$ cat src/rtl/mld_15_7_encoder.sv
// Serial systematic (15,7) cyclic-code encoder, g(x)=1+x^4+x^6+x^7+x^8.
// Ports: clk, reset (async low), msg_valid/msg_ready/msg_data[6:0] in;
//   code_bit, code_valid, frame_start, frame_end, busy out.
//   ERROR_INJECT_EN adds err_en, err_pos[3:0] (per-frame bit flip).
module mld_15_7_encoder #(
  parameter int unsigned GAP_CYCLES = 0
) (
  input  logic       clk,
  input  logic       reset,
  input  logic       msg_valid,
  output logic       msg_ready,
  input  logic [6:0] msg_data,
`ifdef ERROR_INJECT_EN
  input  logic       err_en,
  input  logic [3:0] err_pos,
`endif
  output logic       code_bit,
  output logic       code_valid,
  output logic       frame_start,
  output logic       frame_end,
  output logic       busy
);

  typedef enum logic [1:0] {
    IDLE,
    MSG,
    PAR,
    GAP
  } state_e;

  // Zero gap lets a new message be taken while p0 is on the wire.
  localparam bit B2B = (GAP_CYCLES == 0);
  // The IDLE accept cycle is itself one of the forced idle cycles,
  // so GAP proper lasts GAP_CYCLES-1 cycles.
  localparam bit USE_GAP = (GAP_CYCLES > 1);
  localparam logic [3:0] GAP_LAST =
    USE_GAP ? 4'(GAP_CYCLES - 2) : 4'd0;

  state_e     state_q, state_d;
  logic [3:0] cnt_q, cnt_d;
  logic [3:0] gap_q, gap_d;
  logic [6:0] msg_q, msg_d;
  logic [7:0] lfsr_q, lfsr_d;
  logic       bit_d;
  logic       code_d;
  logic       valid_d;
  logic       fs_d;
  logic       fe_d;
  logic       accept;

  function automatic logic [7:0] lfsr_step(
    input logic [7:0] r,
    input logic       m
  );
    logic fb;
    fb = m ^ r[7];
    lfsr_step = {r[6] ^ fb, r[5] ^ fb, r[4], r[3] ^ fb,
                 r[2], r[1], r[0], fb};
  endfunction

  assign msg_ready = (state_q == IDLE) ||
                     (B2B && state_q == PAR && cnt_q == 4'd14);
  assign accept    = msg_valid & msg_ready;
  assign busy      = (state_q != IDLE);

  always_comb begin
    state_d = state_q;
    cnt_d   = cnt_q;
    gap_d   = gap_q;
    msg_d   = msg_q;
    lfsr_d  = lfsr_q;
    bit_d   = 1'b0;
    valid_d = 1'b0;
    fs_d    = 1'b0;
    fe_d    = 1'b0;
    if (accept) begin
      // u6 goes out on the accept edge; LFSR restarts from zero.
      state_d = MSG;
      cnt_d   = 4'd0;
      gap_d   = 4'd0;
      bit_d   = msg_data[6];
      valid_d = 1'b1;
      fs_d    = 1'b1;
      lfsr_d  = lfsr_step(8'h00, msg_data[6]);
      msg_d   = {msg_data[5:0], 1'b0};
    end else begin
      unique case (state_q)
        IDLE: ;
        MSG: begin
          cnt_d   = cnt_q + 4'd1;
          valid_d = 1'b1;
          if (cnt_q == 4'd6) begin
            state_d = PAR;
            bit_d   = lfsr_q[7];
            lfsr_d  = {lfsr_q[6:0], 1'b0};
          end else begin
            bit_d   = msg_q[6];
            lfsr_d  = lfsr_step(lfsr_q, msg_q[6]);
            msg_d   = {msg_q[5:0], 1'b0};
          end
        end
        PAR: begin
          if (cnt_q == 4'd14) begin
            cnt_d   = 4'd0;
            gap_d   = 4'd0;
            state_d = USE_GAP ? GAP : IDLE;
          end else begin
            cnt_d   = cnt_q + 4'd1;
            valid_d = 1'b1;
            fe_d    = (cnt_q == 4'd13);
            bit_d   = lfsr_q[7];
            lfsr_d  = {lfsr_q[6:0], 1'b0};
          end
        end
        GAP: begin
          if (gap_q == GAP_LAST) begin
            state_d = IDLE;
          end else begin
            gap_d = gap_q + 4'd1;
          end
        end
        default: state_d = IDLE;
      endcase
    end
  end

`ifdef ERROR_INJECT_EN
  logic       err_en_q;
  logic [3:0] err_pos_q;
  logic       flip_en;
  logic [3:0] flip_pos;
  logic [3:0] pos_d;

  // Position index counts down: c14 is sent at bit count 0.
  always_comb begin
    pos_d    = 4'd14 - cnt_d;
    flip_en  = accept ? err_en  : err_en_q;
    flip_pos = accept ? err_pos : err_pos_q;
    code_d   = bit_d ^ (valid_d & flip_en & (flip_pos == pos_d));
  end

  always_ff @(posedge clk or negedge reset) begin
    if (!reset) begin
      err_en_q  <= 1'b0;
      err_pos_q <= 4'd15;
    end else if (accept) begin
      err_en_q  <= err_en;
      err_pos_q <= err_pos;
    end
  end
`else
  assign code_d = bit_d;
`endif

  always_ff @(posedge clk or negedge reset) begin
    if (!reset) begin
      state_q     <= IDLE;
      cnt_q       <= 4'd0;
      gap_q       <= 4'd0;
      msg_q       <= 7'd0;
      lfsr_q      <= 8'd0;
      code_bit    <= 1'b0;
      code_valid  <= 1'b0;
      frame_start <= 1'b0;
      frame_end   <= 1'b0;
    end else begin
      state_q     <= state_d;
      cnt_q       <= cnt_d;
      gap_q       <= gap_d;
      msg_q       <= msg_d;
      lfsr_q      <= lfsr_d;
      code_bit    <= code_d;
      code_valid  <= valid_d;
      frame_start <= fs_d;
      frame_end   <= fe_d;
    end
  end

endmodule
$ cat config.mk
export PLATFORM = sky130hd
export DESIGN_NAME = mld_15_7_encoder
export DESIGN_NICKNAME = d
export VERILOG_FILES = /design/src/rtl/mld_15_7_encoder.sv
export SDC_FILE = /design/constraint.sdc
export NUM_CORES = 1
export LEC_CHECK = 0
export CAP_MARGIN = 15
export CORE_MARGIN = 1
export CORE_UTILIZATION = 55
export CTS_CLUSTER_DIAMETER = 120
export DETAILED_ROUTE_END_ITERATION = 10
export PLACE_DENSITY = 0.85
export SLEW_MARGIN = 20
export SYNTH_ARGS = -nofsm -noshare
export SYNTH_HDL_FRONTEND = slang
export SYNTH_SLANG_ARGS = --single-unit
export TNS_END_PERCENT = 50
$ cat constraint.sdc
create_clock -name clk -period 2.1 [get_ports clk]
set_input_delay 0.63 -clock clk [delete_from_list [all_inputs] [get_ports clk]]
set_output_delay 0.63 -clock clk [all_outputs]
set_load 0.01 [all_outputs]
==> run summary <==
Status: completed
DR iter-0 viols: 58
Switching part of the total: 0.421
Final Cycle Share: 0.969
Chip Width: 54.5 um
Routed Antenna Nets: 0
Clk_lat worst skew: 0.32 ns
CTS Buf Count: 3
Antenna diodes: 0
Final instance area: 0.00181 sq mm
Worst Hold Class: reg -> reg
Gpl congestion: 0.832
Largest net degree at the start of global routing: 29
Instance area at placement: 0.00176 sq mm
First drt pass iteration count: 4
Setup-failing EPs final: 0
Gr ovfl total: 0
Clock root cell: clkbuf_4
Syn Area/Cell: 9.77 sq um
First-pass GRT wire length: 5.31 mm
PwrDens: 1450 mW/mm^2
Clock Path Buffers: 2
CP Capture Type: output pin
Post-place setup slack: 0.0192 ns
Register area share after synthesis: 0.463
Clk pin slew, worst setup/hold paths: 0.16 ns
Final nets: 203
Share of layout cells above drive strength 1: 0.158
Wirelength, routed: 3.20 mm
Residual DRC count: 0
Clk_skew: 0.0125 ns
Yosys warns: 0
Max Slew Vio Count: 0
Initial antenna violation count: 0
Max-slew headroom: 0.686
Syn Inst Count: 155
Cell Area, Synth: 0.00151 sq mm
Critical path launch point type: flop
Least-Margin Pin Slew: 0.469 ns
Hpwl dp: 2.33 mm
Num Clock Sinks: 28
Synth-to-Final Area Change: 19.7%
Share of total power in sequential cells: 0.338
Die Y: 54.5 um
Psw: 1.11 mW
RSZ-0062 raised after global routing: false
CTS Hold Bufs: 0
F_max: 0.491 GHz
Comb power frac: 0.562
Std-Cell Core Area: 0.00254 sq mm
Post-layout util: 0.712
Final WS setup: 0.0649 ns
H-tree level count: 1
Count of cell types in the netlist: 38
Predominant post-synthesis flop cell: dfrtp_1
Worst path required time: 1.47 ns
Maxcap violations: 0
P_int: 1.52 mW
Die area: 0.00297 sq mm
Final Hold Viols: 0
Fin crit period: 2.04 ns
Synth async-reset ratio: 1.00
CP Class: reg -> out
TritonCTS clock tree: done
R2R Setup Slk: 0.12 ns
WL/cell: 15.0 um
Pleak: 0.846 nW
Post-DR vias/cell: 5.89
FF+latch count, synth: 28
Rows: 18
Initial Util: 0.595
PortBufs: 15
Via count: 1254
Gr usage total: 0.250
Clock network fraction of design power: 0.100
Io pins: 16
Post-synth EDFFs: 0
Crit-path max FO: 2
Number of global-route vias before repair: 1273
Arrival time at the worst endpoint: 1.41 ns
Post-Syn Nets: 174
Max VDD drop: 919 uV
[power groups by stage]
stage | sequential (mW) | combinational (mW) | clock [mW]
global placement | 0.882 | 1.37 | 0
finish | 0.889 | 1.48 | 0.264
detailed placement | 0.897 | 1.45 | 0
CTS | 0.881 | 1.46 | 0.267
global route | 0.908 | 1.66 | 0.286
floorplan | 0.895 | 0.991 | 0
[cells in the final DEF (no fill, tap or decap), drive strengths merged, types with 4 or more instances in the layout]
cell type and instances:
dfrtp 28, nand2 24, buf 16, clkdlybuf4s50 13, o21ai 12, inv 11, a21oi 9, ha 9
nand3 8, mux2i 6, nor2 5, nor3 4, clkbuf 4
[worst paths after layout]
| path | cells after the start | startpoint | endpoint |
|---|---|---|---|
| max in group asynchronous | 2 | reset | lfsr_q[3]$_DFFE_PN0P_ |
| worst min register to register | 2 | msg_q[1]$_DFFE_PN0P_ | msg_q[1]$_DFFE_PN0P_ |
| worst max-delay path | 5 | cnt_q[0]$_DFFE_PN0P_ | msg_ready |
| min in group asynchronous | 2 | reset | cnt_q[2]$_DFFE_PN0P_ |
| worst max register to register | 7 | state_q[1]$_DFFE_PN0P_ | lfsr_q[6]$_DFFE_PN0P_ |
| worst min-delay path | 2 | msg_q[1]$_DFFE_PN0P_ | msg_q[1]$_DFFE_PN0P_ |
[synth_stat cells, types with 2 or more instances]
cell type  instances  share of area
ha_1               9          0.074
o21ai_0           10          0.033
nand2_1           24          0.060
dfrtp_1           28           0.46
and3_1             2         0.0083
nand3_1            8          0.026
xnor2_1            3          0.017
or2_2              2         0.0083
mux2i_1            6          0.040
o211ai_1           3          0.015
buf_2              2         0.0066
o31ai_1            2         0.0099
nand4_1            3          0.012
a21oi_1            9          0.030
nor2_1             5          0.012
clkbuf_1           2         0.0050
buf_6              2          0.015
nor3_1             4          0.013
inv_1             10          0.025
xor2_1             3          0.017
[logic make-up (layout without fill, tap and decap cells)]
logic type	after synthesis	count (layout)	share of synthesized area
muxes	7	7	0.0471
buffers and inverters	17	45	0.0537
xor gates and xnor gates	6	6	0.0347
DFF	28	28	0.463
AOI/OAI and AO/OA	35	35	0.158
and+or+nand+nor	53	53	0.169
adders and majority gates	9	9	0.0744
[layout make-up]
cell class	instances	area (sq um)
Sequential cell	28	701
Tap cell	30	37.5
Timing Repair Buffer	30	256
Multi-Input combinational cell	110	739
Inverter	11	41.3
Fill cell	190	733
Clock buffer	4	36.3
[critical path, cell delays in order (launching register included)]
cell	delay [ns]
dfrtp_1	0.42
inv_1	0.07
ha_2	0.19
nand3_2	0.10
o21ai_1	0.15
buf_2	0.14
[state kept, by name, summed over array words and instances, names as in the netlist]
| register | cells |
|---|---|
| lfsr_q | 8 |
| msg_q | 6 |
| cnt_q | 4 |
| gap_q | 4 |
| state_q | 2 |
| code_bit | 1 |
| code_valid | 1 |
| frame_end | 1 |
| frame_start | 1 |
[metal layers]
metal	track usage	vias to the layer above	wire length, um
li1	-	594	-
met1	0.312	625	1400
met2	0.437	33	1660
met3	0.0389	2	125
met4	0.0812	0	12
met5	0	-	0
[stage by stage]
| stage | hold slack (ns) | std cells | total power [mW] | TNS [ns] |
|---|---|---|---|---|
| global placement | 0.490 | 207 | 2.25 | 0 |
| detailed placement | 0.498 | 207 | 2.35 | 0 |
| finish | 0.536 | 213 | 2.63 | 0 |
| global route | 0.569 | 213 | 2.86 | 0 |
| CTS | 0.538 | 212 | 2.61 | -0.00776 |
| floorplan | 0.334 | 155 | 1.89 | 0 |
[repair_timing]
item,CTS,global route
buffers inserted,1,1
pin swaps,0,1
gates resized for setup,5,3
endpoints found under the hold margin,0,0
cloned,0,0
setup endpoints to repair,2,1
Power figures use the tool's default switching activity.
